$ cat src/rtl/chase_controller.sv
// Chase sequencer: debounces four buttons, runs the run/pause FSM and the
// speed-programmable prescaler that drives stop/m_tick of the LED shifter.
module chase_controller #(
  parameter int BASE_TICKS   = 5_000_000,
  parameter int SPEED_LEVELS = 8,
  parameter int DEB_CYCLES   = 1_000_000
) (
  input  logic                            clk,
  input  logic                            reset,
  input  logic                            btn_run,
  input  logic                            btn_step,
  input  logic                            btn_faster,
  input  logic                            btn_slower,
  output logic                            stop,
  output logic                            m_tick,
  output logic                            running,
  output logic [$clog2(SPEED_LEVELS)-1:0] speed
);

  localparam int SW = $clog2(SPEED_LEVELS);
  localparam int CW = $clog2(BASE_TICKS * SPEED_LEVELS);
  localparam int DW = $clog2(DEB_CYCLES + 1);
  localparam int NB = 4;
  localparam logic [SW-1:0] SPEED_MAX = SW'(SPEED_LEVELS - 1);
  localparam logic [DW-1:0] DEB_LAST  = DW'(DEB_CYCLES - 1);

  typedef enum logic {PAUSED, RUNNING} state_t;

  logic [NB-1:0] btn_raw;
  logic [NB-1:0] press;

  assign btn_raw = {btn_slower, btn_faster, btn_step, btn_run};

  genvar gi;
  generate
    for (gi = 0; gi < NB; gi++) begin : g_deb
      logic          sync1_reg;
      logic          sync2_reg;
      logic          accepted_reg;
      logic          press_reg;
      logic [DW-1:0] cnt_reg;

      // Accepted level follows the synchronised input only after DEB_CYCLES
      // uninterrupted cycles of disagreement; rising acceptance is the event.
      always_ff @(posedge clk or negedge reset) begin
        if (!reset) begin
          sync1_reg    <= 1'b0;
          sync2_reg    <= 1'b0;
          accepted_reg <= 1'b0;
          press_reg    <= 1'b0;
          cnt_reg      <= '0;
        end else begin
          sync1_reg <= btn_raw[gi];
          sync2_reg <= sync1_reg;
          press_reg <= 1'b0;
          if (sync2_reg == accepted_reg) begin
            cnt_reg <= '0;
          end else if (cnt_reg == DEB_LAST) begin
            accepted_reg <= sync2_reg;
            press_reg    <= sync2_reg;
            cnt_reg      <= '0;
          end else begin
            cnt_reg <= cnt_reg + DW'(1);
          end
        end
      end

      assign press[gi] = press_reg;
    end
  endgenerate

  // Terminal count per speed level, fixed at elaboration.
  logic [CW-1:0] term_lut [SPEED_LEVELS];

  generate
    for (gi = 0; gi < SPEED_LEVELS; gi++) begin : g_lut
      assign term_lut[gi] = CW'(BASE_TICKS * (SPEED_LEVELS - gi) - 1);
    end
  endgenerate

  state_t        state_reg;
  logic [SW-1:0] speed_reg;
  logic [CW-1:0] count_reg;
  logic          tick_reg;
  logic          step_fire_reg;

  logic run_evt;
  logic step_evt;
  logic speed_up;
  logic speed_down;
  logic speed_chg;
  logic terminal;

  assign run_evt    = press[0];
  assign step_evt   = press[1];
  assign speed_up   = press[2] & ~press[3] & (speed_reg != SPEED_MAX);
  assign speed_down = press[3] & ~press[2] & (speed_reg != '0);
  assign speed_chg  = speed_up | speed_down;
  assign terminal   = (count_reg == term_lut[speed_reg]);

  always_ff @(posedge clk or negedge reset) begin
    if (!reset) begin
      state_reg     <= PAUSED;
      speed_reg     <= '0;
      count_reg     <= '0;
      tick_reg      <= 1'b0;
      step_fire_reg <= 1'b0;
    end else begin
      tick_reg      <= 1'b0;
      step_fire_reg <= 1'b0;

      if (run_evt) begin
        state_reg <= (state_reg == PAUSED) ? RUNNING : PAUSED;
      end else if (step_evt && state_reg == PAUSED) begin
        step_fire_reg <= 1'b1;
      end

      if (speed_up) begin
        speed_reg <= speed_reg + SW'(1);
      end else if (speed_down) begin
        speed_reg <= speed_reg - SW'(1);
      end

      // A terminal count reached while leaving RUNNING still emits its tick.
      if (state_reg == PAUSED || speed_chg) begin
        count_reg <= '0;
      end else if (terminal) begin
        count_reg <= '0;
        tick_reg  <= 1'b1;
      end else begin
        count_reg <= count_reg + CW'(1);
      end
    end
  end

  assign running = (state_reg == RUNNING);
  assign stop    = (state_reg == PAUSED) & ~step_fire_reg;
  assign m_tick  = tick_reg | step_fire_reg;
  assign speed   = speed_reg;

endmodule

$ cat config.mk
export PLATFORM = sky130hd
export DESIGN_NAME = chase_controller
export DESIGN_NICKNAME = d
export VERILOG_FILES = /design/src/rtl/chase_controller.sv
export SDC_FILE = /design/constraint.sdc
export NUM_CORES = 1
export LEC_CHECK = 0
export ABC_AREA = 1
export CORE_AREA = 5 5 122 124
export CTS_CLUSTER_DIAMETER = 150
export DETAILED_ROUTE_END_ITERATION = 10
export DIE_AREA = 0 0 127 129
export GPL_TIMING_DRIVEN = 0
export PLACE_DENSITY = 0.76
export SLEW_MARGIN = 20
export SYNTH_ARGS = -nofsm -noshare
export SYNTH_HDL_FRONTEND = slang
export SYNTH_SLANG_ARGS = --single-unit
$ cat constraint.sdc
create_clock -name clk -period 2.5 [get_ports clk]
set_clock_uncertainty 0.15 [all_clocks]
set_input_delay 0.75 -clock clk [delete_from_list [all_inputs] [get_ports clk]]
set_output_delay 0.75 -clock clk [all_outputs]
set_load 0.03 [all_outputs]
==> metrics <==
Reg2Reg Depth 13; Placeable Area about 14000 sq um; setup TNS 0 ns; CTS tree built; syn nets 1035; fillcell total 1273; GRT Overall Usage between 20% and 30%; max incr delay on CP 0.70 ns; syn_area_per_cell approximately 7.2 sq um; endpoints failing setup 0; DIE AREA about 16000 sq um; Port Buffers 11; HPWL after DPL 12.1 mm; final slew viol count 0; CP startpoint kind flop; leakage 0.00396 uW; Worst Hold Class primary input to async pin; grt met3 use 4.11%; RSZ-0062 raised after global routing false; GRT Residual Overflow 0; Worst-Margin Slew 0.677 ns; design area 8370 sq um; crit path max fanout 6; grt met1 use 28.1%; IO Pins 12; storage element area ~3200 sq um; fin cells 1245; vias per cell roughly 5.2; Top FF cell, synth dfrtp_1; final hold slack ~0.043 ns; Placed Area 7690 sq um; FP Rows 43; H-tree Lvls 4; R2R Path Start speed[1]; initial antenna violation count 0; Yosys reg bits 128; first-pass GRT wire length 28.7 mm; period utilization a little over nine tenths; drt pass-1 iters 5; Placer Congestion 0.932; Worst Path Class, Setup flop to primary output; fraction of layout cells with a size suffix above 1 6.76%; Crit Reg-Reg Endpoint count_reg[11]; post-synthesis async set-or-reset flop share 100%; DRT antenna net count 0; clk sinks 128; setup slack, reg-to-reg 0.20 ns; Post-synth EDFFs 0; post-cts hold buffer count 0; n_diodes 0; Initial Util 53.6%; Post-Syn Instances approximately 1000; CTS max path bufs 2; Power Density 586 nW/um^2; crit path time final 2.46 ns; Critical Path Sink Type primary output; Crit path arrival time approximately 1.6 ns; # placed instances around 1200; P&R area growth vs syn 14.3%; CTS root buf clkbuf_16; Max Clock Freq 0.406 GHz; Wirelength per Cell 13.4 um; delay-heaviest family, CP buffers and inverters; GR peak layer met2; # nets final 1071; TritonCTS buffer count 17; library cells used by synthesis 39; worst ir drop on vdd between 0.5 and 0.6 mV; vias in the first global route about 6100; via count 6443; max reg flops 80; YS warnings 0; Clock Pin Slew Worst Setup and Hold Paths roughly 0.05 ns; sequential element share of the synthesized area between 40% and 50%; DRC 0; max_slew headroom 54.5%; CP max stage cell clkdlybuf4s50_1; mapped cell area around 7300 sq um; First DRT Iteration DRCs slightly below 400; worst endpoint required time 1.60 ns; DRT Wirelength roughly 17 mm; Die H around 130 um; Die Wd between 100 and 150 um; status completed; WP buf/inv 1; area of the multi-input gates 3470 sq um; Critical Path, Cell by Cell clkdlybuf4s50_1; GR Layer Usage met2 a little under two fifths; worst-skew pair later-pin latency 0.42 ns; max-cap violations 0; pin count of the biggest net entering global routing 94; Final Hold Fails 0
## metrics by stage
stage          setup slack (ns)  utilization [%]  total power (uW)
3_3_place_gp              -4.50             56.0              2250
6_report                 0.0396             61.2              4900
4_1_cts                  0.0322             61.0              4930
2_1_floorplan             0.107                -              2190
5_1_grt                  0.0153             61.2              5060
3_5_place_dp             -0.174             56.3              2260
## placed cells by master, fill, tap and decap left out, types with 3 or more instances in the layout
master,n
o21ai_1,3
ha_1,11
dlygate4sd2_1,3
dfrtp_1,126
buf_6,4
nor2_1,192
o21ai_0,11
buf_2,3
inv_1,149
a21oi_1,26
nand2_1,253
nand3b_1,3
nand4_1,24
clkbuf_16,17
xor2_1,35
nand3_1,65
bufinv_16,5
nor3_1,50
and3_1,3
nand2_2,8
nor3b_1,12
xnor2_1,3
inv_2,5
clkinv_2,6
a31oi_1,3
nor2_2,3
buf_4,6
clkdlybuf4s50_1,7
## report_power, final
part / internal [uW] / switching [uW] / total [uW]
combinational: 30.8 / 80.8 / 112
sequential: 2100 / 14.3 / 2110
clock: 1780 / 900 / 2680
total: 3910 / 995 / 4900
## cell families (layout without fill, tap and decap cells)
kind of cell | after synthesis | count (layout) | share of synthesized area, %
DFF | 128 | 128 | 43.8
and+or+nand+nor | 625 | 625 | 36.9
xor gates and xnor gates | 38 | 38 | 4.55
AOI/OAI and AO/OA | 50 | 50 | 3.79
buffers and inverters | 164 | 212 | 8.87
adders and majority gates | 12 | 12 | 2.15
## worst max path at each step
stage          startpoint                  end  depth (start not counted)
3_5_place_dp     speed[1]        count_reg[16]                         13
4_1_cts          speed[1]             speed[1]                          1
5_1_grt          speed[1]             speed[1]                          1
3_3_place_gp        reset  g_deb[2].cnt_reg[0]                          1
6_report         speed[1]             speed[1]                          1
2_1_floorplan    speed[0]         count_reg[6]                         14
## Yosys cell counts, types with 6 or more instances
| library cell | number | area [sq um] |
|---|---|---|
| dfrtp_1 | 128 | 3200 |
| nand2_1 | 255 | 957 |
| nor2_1 | 192 | 721 |
| nand2_2 | 6 | 37.5 |
| a21oi_1 | 26 | 130 |
| nor3b_1 | 12 | 90.1 |
| o21ai_0 | 11 | 55.1 |
| nand4_1 | 24 | 150 |
| inv_2 | 6 | 22.5 |
| xor2_1 | 35 | 307 |
| inv_1 | 149 | 559 |
| ha_1 | 11 | 138 |
| nand3_1 | 65 | 325 |
| nor3_1 | 50 | 250 |
## metal layers
layer / up-vias / part of all wire (%)
met3: 21 / 3.6
met5: - / 0
li1: 3257 / -
met4: 0 / 1.5
met2: 116 / 49
met1: 3049 / 46
## area by class of cell
type | instances | share of cell area, %
sequential | 128 | 38.3
multi-input combinational | 725 | 41.5
timing repair buffer | 17 | 2.11
clock inverter | 12 | 2.26
buffer | 9 | 0.852
inverter | 155 | 6.98
clock buffer | 19 | 5.29
tap | 180 | 2.69
## what timing repair did
item | in CTS | in global routing
resized for setup | 5 | 4
setup buffers | 2 | 3
endpoints found under the hold margin | 0 | 0
cloned | 0 | 0
setup endpoints to repair | 29 | 20
Power figures use the tool's default switching activity.
==> edit 1: new RTL, config.mk and constraints unchanged <==
The parameter `BASE_TICKS` goes from 5_000_000 to 2_500_000.
--- a/src/rtl/chase_controller.sv
+++ b/src/rtl/chase_controller.sv
@@ -3,3 +3,3 @@
 module chase_controller #(
-  parameter int BASE_TICKS   = 5_000_000,
+  parameter int BASE_TICKS   = 2_500_000,
   parameter int SPEED_LEVELS = 8,
Formal check against the unedited RTL: same outputs for any inputs over 10 cycles, from zero or initial values and one cycle with reset low; that may be too few to reach the edited logic, so the function may still have changed.
==> edit 1 against the unedited design <==
The flow now finishes with violations (setup timing). Final area shrank 2.7%. Combinational power shrank 4%. Clock power shrank 5%. Worst setup slack lost 0.055 ns. Sequential cell count shrank 1. Cell count shrank 3.7%. Critical endpoint is now count_reg[12]. Wire length shrank 5.6%. Highest routed layer unchanged. Synthesized area shrank 3.2%. Power shrank 3.2%. Count of clock-buffer cells in the layout grew 1.
==> edit 1: results (changes against the unedited design) <==
| Metric | Value |
|---|---|
| R2R cell count | `13 (unchanged)` |
| Post-DP HPWL | `11100 um (was 12100 um)` |
| Main synth FF type | `dfrtp_1 (unchanged)` |
| Leakage | `3.73 nW (was 3.96 nW)` |
| Failing checks | `setup timing` |
| First-pass GRT wire length | `26900 um (was 28700 um)` |
| Yosys top cell by area | `dfrtp_1 (unchanged)` |
| Setup violators final | `2 (was 0)` |
| VDD IR max | `0.583 mV (was 0.528 mV)` |
| Vias | `6255 (was 6443)` |
| Setup_tns | `-0.0159 ns (was 0 ns)` |
| Quantity of I/O buffers inserted on ports | `11 (unchanged)` |
| Crit path launch | `speed[1] (unchanged)` |
| Diode count | `0 (unchanged)` |
| Longest Clk Path Bufs | `2 (unchanged)` |
| Sw power | `1.01 mW (was 995 uW)` |
| Class of the worst hold path | `in2async (unchanged)` |
| DRT iter0 DRCs | `544 (was 385)` |
| Final nets | `1025 (was 1071)` |
| Placed standard-cell area | `7450 um2 (was 7690 um2)` |
| CP max FO | `10 (was 6)` |
| Syn nets | `984 (was 1035)` |
| GP Congestion | `0.939 (was 0.932)` |
| Rel. slew slack | `42.6% (was 54.5%)` |
| Total track usage | `20.1% (was 21.7%)` |
| Synth cell types | `31 (was 39)` |
| First-pass DRT Iterations | `6 (was 5)` |
| Final WS setup | `-0.0151 ns (was 0.0396 ns)` |
| Synth async-reset ratio | `100% (unchanged)` |
| Largest net degree at the start of global routing | `76 (was 94)` |
| Max reg flops | `80 (unchanged)` |
| Root buffer cell | `clkbuf_16 (unchanged)` |
| Dominant cells by area after synthesis | `dfrtp_1 45%, nand2_1 12%, nor2_1 11%, inv_1 6.4%, xor2_1 4.8% (was dfrtp_1 44%, nand2_1 13%, nor2_1 9.8%, inv_1 7.6%, nand3_1 4.4%)` |
| Post-synthesis sequential area ratio | `44.9% (was 43.8%)` |
| Syn. warnings | `0 (unchanged)` |
| DR WL/cell | `13.1 um (was 13.4 um)` |
| Vias in the first global route | `5974 (was 6136)` |
| Layout cell share with drive strength beyond 1 | `7.46% (was 6.76%)` |
| CTS buffer count | `17 (unchanged)` |
| Initial antenna violation count | `0 (unchanged)` |
| Synth top cells by count | `229 x nand2_1, 201 x nor2_1, 127 x dfrtp_1, 120 x inv_1, 52 x nor3_1 (was 255 x nand2_1, 192 x nor2_1, 149 x inv_1, 128 x dfrtp_1, 65 x nand3_1)` |
| RR Startpoint | `speed[1] (unchanged)` |
| Status | `complete, but fails checks (was finished clean)` |
| CTS H-Tree Depth | `4 (unchanged)` |
| Clock transition at path regs | `0.06 ns` |
| Clk_lat worst skew | `0.42 ns (about the same)` |
## edit 1: power groups by stage
| stage | Combinational, mW | Sequential (mW) | Clock (mW) |
|---|---|---|---|
| finish | 0.108 | 2.09 | 2.55 |
| global route | 0.130 | 2.09 | 2.69 |
| CTS | 0.113 | 2.09 | 2.59 |
| detailed placement | 0.111 | 2.13 | 0 |
| global placement | 0.103 | 2.13 | 0 |
| floorplan | 0.0432 | 2.13 | 0 |
## edit 1: critical path, stage by stage (launching register included)
cell	delay [ns]
dfrtp_2	0.43
clkinvlp_4	0.16
ha_1	0.32
nand2_1	0.21
nand2_1	0.08
nand2_1	0.08
nand2_1	0.07
nor2_1	0.17
nand2_1	0.08
nor2_1	0.13
nand3_2	0.21
buf_6	0.21
nand2_1	0.06
inv_1	0.04
## edit 1: metal layers
| layer | GRT usage (%) | vias up | routed length [um] |
|---|---|---|---|
| met5 | 0 | - | 0 |
| met3 | 4.86 | 35 | 786 |
| met2 | 32.3 | 204 | 7490 |
| met1 | 26.4 | 2875 | 7100 |
| li1 | - | 3141 | - |
| met4 | 8.08 | 0 | 348 |
## edit 1: cell families after synthesis
group,share of synthesized area (%)
AOI/OAI and AO/OA,3.89
xor gates and xnor gates,5.32
adders and majority gates,2.23
buffers and inverters,7.56
DFF,44.9
and+or+nand+nor,36.1
## edit 1: timing repair
action,CTS,global route
buffers inserted,2,8
hold endpoints to repair,0,0
cloned,0,0
pin swaps,0,1
endpoints found under the setup margin,26,22
gates resized for setup,8,3
## edit 1: layout make-up
cell class	instances	area, um2
fillers	1228	5530
well taps	180	225
inverters	126	477
clock inverters	11	154
plain buffers	9	62.6
multi-input cells	704	3370
clock buffers	20	457
repair buffers	22	210
flip-flops and latches	127	3180
## edit 1: path summary, 6_finish.rpt
check / end / slack (ns)
worst max-delay path: count_reg[12] / -0.02
worst min-delay path: g_deb[2].cnt_reg[12] / 0.13
worst max register to register: count_reg[12] / -0.02
worst min register to register: g_deb[3].sync2_reg / 0.20
max in group asynchronous: speed[1] / 1.34
min in group clk: g_deb[3].sync2_reg / 0.20
## edit 1: per-stage QoR
step                      utilization (%)  cells  hold slack, ns  setup WS, ns
after floorplan                         -    966           0.181        0.0923
after global placement               54.3   1157           0.186         -4.32
after detailed placement             54.5   1158           0.190        -0.127
after CTS                            59.1   1191           0.137        0.0127
after global routing                 59.6   1199           0.162        -0.105
final                                59.6   1199           0.128       -0.0151
==> edit 2: new RTL, config.mk and constraints unchanged <==
Made on the original files. Register the inputs `btn_run`, `btn_step`, `btn_faster` and `btn_slower` before use. The logic sees them one clock later.
--- a/src/rtl/chase_controller.sv
+++ b/src/rtl/chase_controller.sv
@@ -28,2 +28,14 @@
 
+  logic btn_run_q;
+  logic btn_step_q;
+  logic btn_faster_q;
+  logic btn_slower_q;
+
+  always_ff @(posedge clk) begin
+    btn_run_q    <= btn_run;
+    btn_step_q   <= btn_step;
+    btn_faster_q <= btn_faster;
+    btn_slower_q <= btn_slower;
+  end
+
   logic [NB-1:0] btn_raw;
@@ -31,3 +43,3 @@
 
-  assign btn_raw = {btn_slower, btn_faster, btn_step, btn_run};
+  assign btn_raw = {btn_slower_q, btn_faster_q, btn_step_q, btn_run_q};
 
Function: no difference found for any inputs over 10 cycles, from zero or initial values and one cycle with reset low; that may be too few to reach the edited logic, so the function may still have changed.
==> edit 2 against the unedited design <==
Sequential cell count increased by 4. Worst setup slack improved by 0.046 ns. Sequential power is 3% higher. Count of clock-buffer cells in the layout fell by 1. Final area decreased by 1.8%. Wire length decreased by 3.2%. Synthesized area decreased by 1.0%. Power fell by 1.5%. Utilization down 1.1 points. Non-clock buffer count is 5 lower. Die area did not move. Largest cell class unchanged.
==> edit 2: results (changes against the unedited design) <==
| Metric | Value |
|---|---|
| Dominant cells by area after synthesis | `dfrtp_1 44%, nand2_1 12%, nor2_1 9.6%, nand3_1 6.4%, inv_1 5.7% (was dfrtp_1 44%, nand2_1 13%, nor2_1 9.8%, inv_1 7.6%, nand3_1 4.4%)` |
| R2R cell count | `9 (was 13)` |
| Quantity of I/O buffers inserted on ports | `11 (unchanged)` |
| Root buffer cell | `clkbuf_16 (unchanged)` |
| First-pass GRT wire length | `28300 um (was 28700 um)` |
| Class of the worst hold path | `in2async (unchanged)` |
| Clk_lat worst skew | `0.42 ns (about the same)` |
| Final nets | `1014 (was 1071)` |
| Synth cell types | `35 (was 39)` |
| DRT iter0 DRCs | `529 (was 385)` |
| Total routed wirelength | `16100 um (was 16700 um)` |
| Avg Inst Size Synth | `7.51 um2 (was 7.20 um2)` |
| Crit path arrival time | `1.51 ns (was 1.56 ns)` |
| DR WL/cell | `13.6 um (was 13.4 um)` |
| Initial antenna violation count | `0 (unchanged)` |
| CP top delay family | `flip-flops (was buffers and inverters)` |
| Vias in the first global route | `6034 (was 6136)` |
| Diode count | `0 (unchanged)` |
| Sequential power share | `45.1% (was 43.0%)` |
| Post-synthesis sequential area ratio | `45.3% (was 43.8%)` |
| Sw Share | `21.9% (was 20.3%)` |
| Yosys top cell by area | `dfrtp_1 (unchanged)` |
| Synth top cells by count | `240 x nand2_1, 186 x nor2_1, 128 x dfrtp_1, 110 x inv_1, 93 x nand3_1 (was 255 x nand2_1, 192 x nor2_1, 149 x inv_1, 128 x dfrtp_1, 65 x nand3_1)` |
| Pwr Total | `4.83 mW (was 4.90 mW)` |
| Total congestion overflow | `0 (unchanged)` |
| CTS buffer count | `17 (unchanged)` |
| Clock transition at path regs | `0.06 ns` |
| Status | `finished clean (unchanged)` |
| Longest Clk Path Bufs | `2 (unchanged)` |
| Clock net power | `2.54 mW (was 2.68 mW)` |
| Layout cell share with drive strength beyond 1 | `8.03% (was 6.76%)` |
| CTS H-Tree Depth | `4 (unchanged)` |
| Delay of the slowest critical-path stage | `0.41 ns (was 0.70 ns)` |
| Vias | `6290 (was 6443)` |
| Synth async-reset ratio | `97.0% (was 100%)` |
| Syn. warnings | `0 (unchanged)` |
| Total track usage | `21.4% (was 21.7%)` |
| Post-DP HPWL | `11200 um (was 12100 um)` |
| CP max stage cell | `dfrtp_1 (was clkdlybuf4s50_1)` |
| Max reg flops | `80 (unchanged)` |
| Rel. slew slack | `67.3% (was 54.5%)` |
| Cell with the most instances after synthesis | `nand2_1 (unchanged)` |
| Largest net degree at the start of global routing | `102 (was 94)` |
| Worst slack at placement | `-0.0662 ns (was -0.174 ns)` |
| Syn nets | `983 (was 1035)` |
| VDD IR max | `0.491 mV (was 0.528 mV)` |
| CP max FO | `2 (was 6)` |
| GP Congestion | `0.916 (was 0.932)` |
| Placed standard-cell area | `7610 um2 (was 7690 um2)` |
| Leakage | `3.66 nW (was 3.96 nW)` |
| First-pass DRT Iterations | `5 (unchanged)` |
[edit 2: layout make-up]
cell class | count | area (um2)
inverter | 113 | 429
tap | 180 | 225
buffer | 9 | 92.6
clock inverter | 14 | 180
clock buffer | 18 | 429
timing repair buffer | 12 | 136
sequential | 132 | 3290
multi-input combinational | 711 | 3440
fill | 1258 | 5450
[edit 2: worst reg2reg max path, stage by stage (launching register included)]
cell and delay, ns:
dfrtp_2 0.49, inv_2 0.20, ha_1 0.17, inv_1 0.05, o211ai_1 0.30, nand3_2 0.26, inv_2 0.14, buf_2 0.25
nand3_1 0.17, a21oi_2 0.13
[edit 2: cell families (layout without fill, tap and decap cells)]
kind of cell / count (synthesis) / count (layout) / synth area share, %
flip-flops: 132 / 132 / 45.3
AND/OR/NAND/NOR: 590 / 590 / 34.6
buffers and inverters: 122 / 166 / 7.20
adder cells (fa/ha/maj): 12 / 12 / 2.18
XOR/XNOR: 37 / 37 / 4.47
AO/OA/AOI/OAI: 72 / 72 / 6.24
[edit 2: path summary, 6_finish.rpt]
check                              start  slack [ns]                    to
max                        step_fire_reg        0.09                m_tick
max reg2reg                     speed[1]        0.13         count_reg[15]
min in group clk              btn_step_q        0.18    g_deb[1].sync1_reg
min                                reset        0.03  g_deb[2].cnt_reg[13]
max in group asynchronous          reset        1.43              speed[0]
min reg2reg                   btn_step_q        0.18    g_deb[1].sync1_reg
[edit 2: layer usage]
layer,track usage [%],up-vias,wire length [um],share of wire (%)
li1,-,3134,-,-
met1,28.9,2970,7350,46
met2,34.7,163,7760,48
met3,4.94,23,780,4.8
met4,6.75,0,242,1.5
met5,0,-,0,0
[edit 2: timing repair]
action,CTS,global route
resized for setup,6,2
setup endpoints to repair,27,23
buffers inserted,0,0
gates cloned,0,0
pin swaps,0,1
